$ cat src/rtl/im_window_gen_if.sv
// im_window_gen_if: pixel-in / window-out bundle of the window generator.
// master = window generator, slave = pixel source + convolutor side.
interface im_window_gen_if #(
  parameter int IMG_W     = 28,
  parameter int IMG_H     = 28,
  parameter int DATA_SIZE = 8
);
  localparam int WRW = $clog2(IMG_H/2);
  localparam int WCW = $clog2(IMG_W/2);

  logic                      pxVld;
  logic                      pxRdy;
  logic [DATA_SIZE-1:0]      px;
  logic                      imVld;
  logic                      imRdy;
  logic [36*DATA_SIZE-1:0]   im;
  logic [WRW-1:0]            winRow;
  logic [WCW-1:0]            winCol;
  logic                      frmDone;

  modport master (
    input  pxVld, px, imRdy,
    output pxRdy, imVld, im, winRow, winCol, frmDone
  );

  modport slave (
    output pxVld, px, imRdy,
    input  pxRdy, imVld, im, winRow, winCol, frmDone
  );
endinterface

$ cat src/rtl/im_window_gen.sv
// im_window_gen: buffers 6 raster rows, emits 6x6 stride-2 windows.
// Ports: clk, rst (async, active-low), bus (pixel in, im window out).
module im_window_gen #(
  parameter int IMG_W     = 28,
  parameter int IMG_H     = 28,
  parameter int DATA_SIZE = 8
) (
  input  logic clk,
  input  logic rst,
  im_window_gen_if.master bus
);
  localparam int CBW = $clog2(IMG_W);
  localparam int WRW = $clog2(IMG_H/2);
  localparam int WCW = $clog2(IMG_W/2);
  localparam int IMW = 36*DATA_SIZE;

  localparam logic [WRW-1:0] LAST_R = WRW'((IMG_H-6)/2);
  localparam logic [WCW-1:0] LAST_C = WCW'((IMG_W-6)/2);
  localparam logic [CBW-1:0] LAST_X = CBW'(IMG_W-1);

  typedef enum logic [1:0] {
    FILL,
    EMIT,
    REFILL
  } state_e;

  state_e         state_q, state_d;
  logic [2:0]     row_cnt_q, row_cnt_d;
  logic [2:0]     row_base_q, row_base_d;
  logic [CBW-1:0] col_cnt_q, col_cnt_d;
  logic [WRW-1:0] win_row_q, win_row_d;
  logic [WCW-1:0] win_col_q, win_col_d;
  logic [IMW-1:0] im_q, im_d;
  logic           im_vld_q, im_vld_d;
  logic           px_rdy_q, px_rdy_d;

  logic [DATA_SIZE-1:0] buf_q [6][IMG_W];

  logic           px_acc;
  logic           im_acc;
  logic           last_win;
  logic [2:0]     wr_row;
  logic [CBW-1:0] col_base;
  logic [IMW-1:0] win_w;

  function automatic logic [2:0] mod6(input logic [3:0] v);
    if (v >= 4'd6) return 3'(v - 4'd6);
    return v[2:0];
  endfunction

  assign px_acc   = bus.pxVld & px_rdy_q;
  assign im_acc   = im_vld_q & bus.imRdy;
  assign last_win = im_acc & (win_col_q == LAST_C)
                  & (win_row_q == LAST_R);
  assign wr_row   = mod6({1'b0, row_base_q} + {1'b0, row_cnt_q});
  assign col_base = CBW'({win_col_q, 1'b0});

  // Row r of the window is the r-th oldest buffered row.
  always_comb begin
    win_w = '0;
    for (int r = 0; r < 6; r++) begin
      for (int c = 0; c < 6; c++) begin
        win_w[(35-6*r-c)*DATA_SIZE +: DATA_SIZE] =
          buf_q[mod6({1'b0, row_base_q} + 4'(r))]
               [col_base + CBW'(c)];
      end
    end
  end

  always_comb begin
    state_d    = state_q;
    row_cnt_d  = row_cnt_q;
    row_base_d = row_base_q;
    col_cnt_d  = col_cnt_q;
    win_row_d  = win_row_q;
    win_col_d  = win_col_q;
    im_d       = im_q;
    im_vld_d   = im_vld_q;
    unique case (state_q)
      FILL, REFILL: begin
        if (px_acc) begin
          if (col_cnt_q == LAST_X) begin
            col_cnt_d = '0;
            if (row_cnt_q == 3'd5) begin
              row_cnt_d = '0;
              state_d   = EMIT;
            end else begin
              row_cnt_d = row_cnt_q + 3'd1;
            end
          end else begin
            col_cnt_d = col_cnt_q + CBW'(1);
          end
        end
      end
      EMIT: begin
        if (im_acc) begin
          im_vld_d = 1'b0;
          if (win_col_q == LAST_C) begin
            win_col_d = '0;
            if (win_row_q == LAST_R) begin
              state_d    = FILL;
              row_base_d = '0;
              row_cnt_d  = '0;
              win_row_d  = '0;
            end else begin
              // Two oldest rows retire; refill them.
              state_d    = REFILL;
              row_base_d = mod6({1'b0, row_base_q} + 4'd2);
              row_cnt_d  = 3'd4;
              win_row_d  = win_row_q + WRW'(1);
            end
          end else begin
            win_col_d = win_col_q + WCW'(1);
          end
        end else if (!im_vld_q) begin
          im_d     = win_w;
          im_vld_d = 1'b1;
        end
      end
      default: state_d = FILL;
    endcase
    px_rdy_d = (state_d != EMIT);
  end

  always_ff @(posedge clk or negedge rst) begin
    if (!rst) begin
      state_q    <= FILL;
      row_cnt_q  <= '0;
      row_base_q <= '0;
      col_cnt_q  <= '0;
      win_row_q  <= '0;
      win_col_q  <= '0;
      im_q       <= '0;
      im_vld_q   <= 1'b0;
      px_rdy_q   <= 1'b0;
    end else begin
      state_q    <= state_d;
      row_cnt_q  <= row_cnt_d;
      row_base_q <= row_base_d;
      col_cnt_q  <= col_cnt_d;
      win_row_q  <= win_row_d;
      win_col_q  <= win_col_d;
      im_q       <= im_d;
      im_vld_q   <= im_vld_d;
      px_rdy_q   <= px_rdy_d;
    end
  end

  // Pixel storage carries no reset; control state gates its use.
  always_ff @(posedge clk) begin
    if (px_acc) buf_q[wr_row][col_cnt_q] <= bus.px;
  end

  assign bus.pxRdy   = px_rdy_q;
  assign bus.imVld   = im_vld_q;
  assign bus.im      = im_q;
  assign bus.winRow  = win_row_q;
  assign bus.winCol  = win_col_q;
  assign bus.frmDone = last_win;
endmodule

$ cat src/flat_wrapper.sv
// flat-port wrapper written by rule: the top's interface ports become plain ports
module im_window_gen_flat 
#(
  parameter int IMG_W     = 28,
  parameter int IMG_H     = 28,
  parameter int DATA_SIZE = 8
)
  (clk, rst, bus_pxVld, bus_px, bus_imRdy, bus_pxRdy, bus_imVld, bus_im, bus_winRow, bus_winCol, bus_frmDone);
  im_window_gen_if #(.IMG_W(IMG_W), .IMG_H(IMG_H), .DATA_SIZE(DATA_SIZE)) bus_i ();
  input  logic clk;
  input  logic rst;
  input wire logic [$bits(bus_i.pxVld)-1:0] bus_pxVld;
  input wire logic [$bits(bus_i.px)-1:0] bus_px;
  input wire logic [$bits(bus_i.imRdy)-1:0] bus_imRdy;
  output wire logic [$bits(bus_i.pxRdy)-1:0] bus_pxRdy;
  output wire logic [$bits(bus_i.imVld)-1:0] bus_imVld;
  output wire logic [$bits(bus_i.im)-1:0] bus_im;
  output wire logic [$bits(bus_i.winRow)-1:0] bus_winRow;
  output wire logic [$bits(bus_i.winCol)-1:0] bus_winCol;
  output wire logic [$bits(bus_i.frmDone)-1:0] bus_frmDone;
  assign bus_i.pxVld = bus_pxVld;
  assign bus_i.px = bus_px;
  assign bus_i.imRdy = bus_imRdy;
  assign bus_pxRdy = bus_i.pxRdy;
  assign bus_imVld = bus_i.imVld;
  assign bus_im = bus_i.im;
  assign bus_winRow = bus_i.winRow;
  assign bus_winCol = bus_i.winCol;
  assign bus_frmDone = bus_i.frmDone;
  im_window_gen #(.IMG_W(IMG_W), .IMG_H(IMG_H), .DATA_SIZE(DATA_SIZE)) u_core (.clk(clk), .rst(rst), .bus(bus_i));
endmodule
$ cat config.mk
export PLATFORM = sky130hd
export DESIGN_NAME = im_window_gen_flat
export DESIGN_NICKNAME = d
export VERILOG_FILES = /design/src/rtl/im_window_gen_if.sv /design/src/rtl/im_window_gen.sv /design/src/flat_wrapper.sv
export SDC_FILE = /design/constraint.sdc
export NUM_CORES = 2
export LEC_CHECK = 0
export CAP_MARGIN = 20
export CORE_MARGIN = 2
export CORE_UTILIZATION = 40
export DETAILED_ROUTE_END_ITERATION = 7
export PLACE_DENSITY_LB_ADDON = 0.1
export SLEW_MARGIN = 20
export SYNTH_ARGS = -nofsm -noshare
export SYNTH_HDL_FRONTEND = slang
export SYNTH_SLANG_ARGS = --single-unit
$ cat constraint.sdc
create_clock -name clk -period 4.07 [get_ports clk]
set_input_delay 1.0175 -clock clk [delete_from_list [all_inputs] [get_ports clk]]
set_output_delay 1.0175 -clock clk [all_outputs]
set_load 0.03 [all_outputs]
==> impl_metrics.py <==
metrics = {
    "run_status": {
        "run_status": "finished with violations",
        "violations": "design-rule violations, negative setup slack",
    },
    "finish": {
        "fin_nets": 10300,
        "drive_above_1_share_pct": 27.2,
        "syn2layout_area_growth_pct": 16.3,
        "stdcell_area_sq_um": 135000,
    },
    "synthesis": {
        "ys_ff_latch": 1654,
        "synth-main-ff-cell": "edfxtp_1",
        "syn-cell-area_sq_um": 116000,
        "synth_area_leaders": "edfxtp_1 35%, mux4_2 12%, mux2_2 8.0%",
        "netlist_instances": 9975,
        "synth.distinct_cells": 69,
        "ys_seq_area_share_pct": 41.4,
        "yosysWarningCount": 0,
        "synth-async-reset-ratio_pct": 18.7,
        "avgSynthCellArea_sq_um": 11.7,
        "yosys.area.top_type": "edfxtp_1",
        "synth_edf_count": 1344,
        "synth.net_count": 10000,
        "synth_top_area_share_pct": 34.7,
    },
    "worst_setup_path": {
        "arrival_ns": 3.14,
        "start_kind": "register",
        "cp_max_fo": 127,
        "crit_type": "reg -> out",
        "rr_startpoint": "u_core.row_base_q[2]",
        "critPathRequiredTime_ns": 3.05,
        "r2r_setup_slack_ns": 0,
        "reg2reg_to": "u_core.bus.im[109]",
        "reg2reg_depth": 12,
        "endpoint_kind": "primary output",
    },
    "routing": {
        "drt_iter0_markers": 16000,
        "num_vias": 103000,
        "wl_mm": 616,
        "drt_pre_antenna_iters": 8,
        "drc_errors": 2,
        "viasPerCell": 7.19,
        "ant_nets": 0,
        "wl_per_cell_um": 43.0,
    },
    "cts": {
        "clk_pin_slew_worst_paths_ns": 0.06,
        "cts_buffers": 204,
        "htreeDepth": 4,
        "tritoncts": "built",
        "cts.sinks": 1654,
        "clkLatencyLatePin_ns": 0.97,
        "cts_root_buffer": "clkbuf_16",
        "cts_buffer_depth": 4,
    },
    "global_route": {
        "grt_max_degree": 128,
        "antenna_found_initial": 47,
        "grt_first_pass_wirelength_mm": 826,
        "grt-ovfl-total": 0,
        "grt_util_all_layers_pct": 40.5,
        "grt_pass1_vias": 97100,
    },
    "sta": {
        "finalHoldViolCount": 0,
        "fmax_mhz": 241,
        "fin_ws_ns": -0.0867,
        "period_share_pct": 102,
        "tightest_slew_ns": 1.17,
        "skew_ns": 0.0596,
        "setup_violations": 1,
        "max-slew-margin-rel_pct": 20.8,
        "slew_viol_final": 0,
        "period_minus_slack_ns": 4.16,
    },
    "place": {
        "dpl.hpwl_mm": 411,
        "gp_congestion": 0.968,
        "place.port_buffers": 310,
        "placed_area_sq_um": 128000,
        "dp_slack_ns": -0.257,
    },
    "floorplan": {
        "start_util_pct": 40.1,
        "row_count": 198,
        "fp.dieArea_sq_um": 295000,
        "core-area_sq_um": 290000,
        "chipWidth_um": 543,
        "ioPinCount": 311,
        "die_h_um": 543,
    },
    "pwr": {
        "p_leak_nw": 46.1,
        "power_density_nw_per_um2": 874,
        "ir_drop_mv": 1.09,
    },
    "job": {
        "max-cap-violations": 0,
    },
    "hold_path": {
        "hold_path.class": "in -> async",
    },
}
-- state kept, by name (all words and copies together), names as in the netlist --
| register | count |
|---|---|
| u_core.row_base_q | 2 |
| u_core.col_cnt_q | 5 |
| u_core.bus.imVld | 1 |
| u_core.bus.winCol | 4 |
| u_core.bus.pxRdy | 1 |
| u_core.bus.winRow | 4 |
| u_core.buf_q | 1344 |
| u_core.bus.im | 288 |
| u_core.row_cnt_q | 3 |
| u_core.state_q | 2 |
-- metrics by stage --
step | util [%] | instances | power (mW) | TNS (ns) | hold WS, ns
3_5_place_dp | 44.2 | 13900 | 95.7 | -0.394 | 0.527
2_1_floorplan | - | 9975 | 64.1 | 0 | 0.515
4_1_cts | 46.6 | 14300 | 116 | 0 | 0.0480
3_3_place_gp | 44.1 | 13900 | 95.5 | -0.908 | 0.514
5_1_grt | 46.6 | 14300 | 120 | -0.0185 | 0.0561
6_report | 46.6 | 14300 | 118 | -0.0867 | 0.0286
-- critical path, stage by stage (launching register included) --
cell	delay (ns)
dfrtp_4	0.50
buf_16	0.53
clkdlybuf4s50_1	0.84
-- worst max-delay path by stage --
stage	from	to	slack [ns]	cells past startpoint
floorplan	u_core.bus.winCol[1]	u_core.bus.im[146]	1.20	7
global placement	u_core.row_base_q[2]	u_core.bus.im[207]	-0.31	10
detailed placement	u_core.row_base_q[1]	u_core.bus.im[156]	-0.26	10
CTS	u_core.bus.winCol[1]	bus_winCol[1]	0.02	2
global route	u_core.bus.winCol[1]	bus_winCol[1]	-0.02	2
finish	u_core.bus.winCol[1]	bus_winCol[1]	-0.09	2
-- layout make-up --
class	instances	area (sq um)
Fill cell	26100	155000
Multi-Input combinational cell	7175	63600
Sequential cell	1654	48100
Timing Repair Buffer	1086	11100
Clock buffer	256	5490
Tap cell	3900	4880
Clock inverter	122	1560
Inverter	107	449
Antenna cell	21	52.6
-- logic make-up (layout without fill, tap and decap cells) --
logic type | Yosys count | count (layout) | share of synthesized area (%)
adder cells (fa/ha/maj) | 15 | 15 | 0.161
multiplexers | 2274 | 2274 | 27.1
flip-flops | 1654 | 1654 | 41.4
buffers and inverters | 1146 | 1571 | 4.36
XOR/XNOR | 8 | 8 | 0.0602
AND/OR/NAND/NOR | 1762 | 1762 | 6.85
AO/OA/AOI/OAI | 3116 | 3116 | 20.1
other | 0 | 21 | 0
-- placed cells by master (no fill, tap or decap), drive strengths merged, types with 110 or more instances in the layout --
master	instances
o221ai	110
o211ai	404
dfrtp	310
nor2	680
mux4	613
mux2i	804
edfxtp	1344
nand2	510
nor2b	146
o221a	144
a2111oi	150
o211a	150
clkbuf	256
a21oi	348
clkdlybuf4s50	300
o21ai	430
mux2	857
a211oi	525
inv	117
a22oi	201
nand2b	226
buf	785
-- report_power, final --
part | switching, mW | internal [mW]
Clock | 8.04 | 11.7
Combinational | 47.5 | 27.2
Sequential | 3.89 | 20.0
-- layer usage --
layer,up-vias,routed length [um],global-route usage [%]
met5,-,154,0
met4,24,53600,30.1
met3,1851,74500,11.8
met2,7824,257000,58.3
met1,52400,231000,51.4
li1,40900,-,-
-- cell usage after synthesis (all sizes together), types with 35 or more instances --
cell     count
o211a      150
nor2b      146
a21oi      348
mux4       613
o221ai     110
o22ai       51
clkbuf     546
o221a      144
o211ai     404
mux2       857
edfxtp    1344
buf        493
a2111oi    150
nor3        71
nor2       680
o2bb2ai     85
a22o        41
nand2b     226
mux2i      804
o31ai       35
a211oi     525
and2        46
nand2      510
dfrtp      310
o22a        57
a211o       57
a31oi       65
a22oi      201
a311oi      42
o21ai      430
a2bb2oi     37
inv        105
-- what timing repair did --
| action | CTS | global route |
|---|---|---|
| setup endpoints to repair | 6 | 8 |
| gates cloned | 0 | 0 |
| resized for setup | 7 | 8 |
| buffers inserted | 0 | 0 |
| hold buffers | 0 | 0 |
Power figures use the tool's default switching activity.
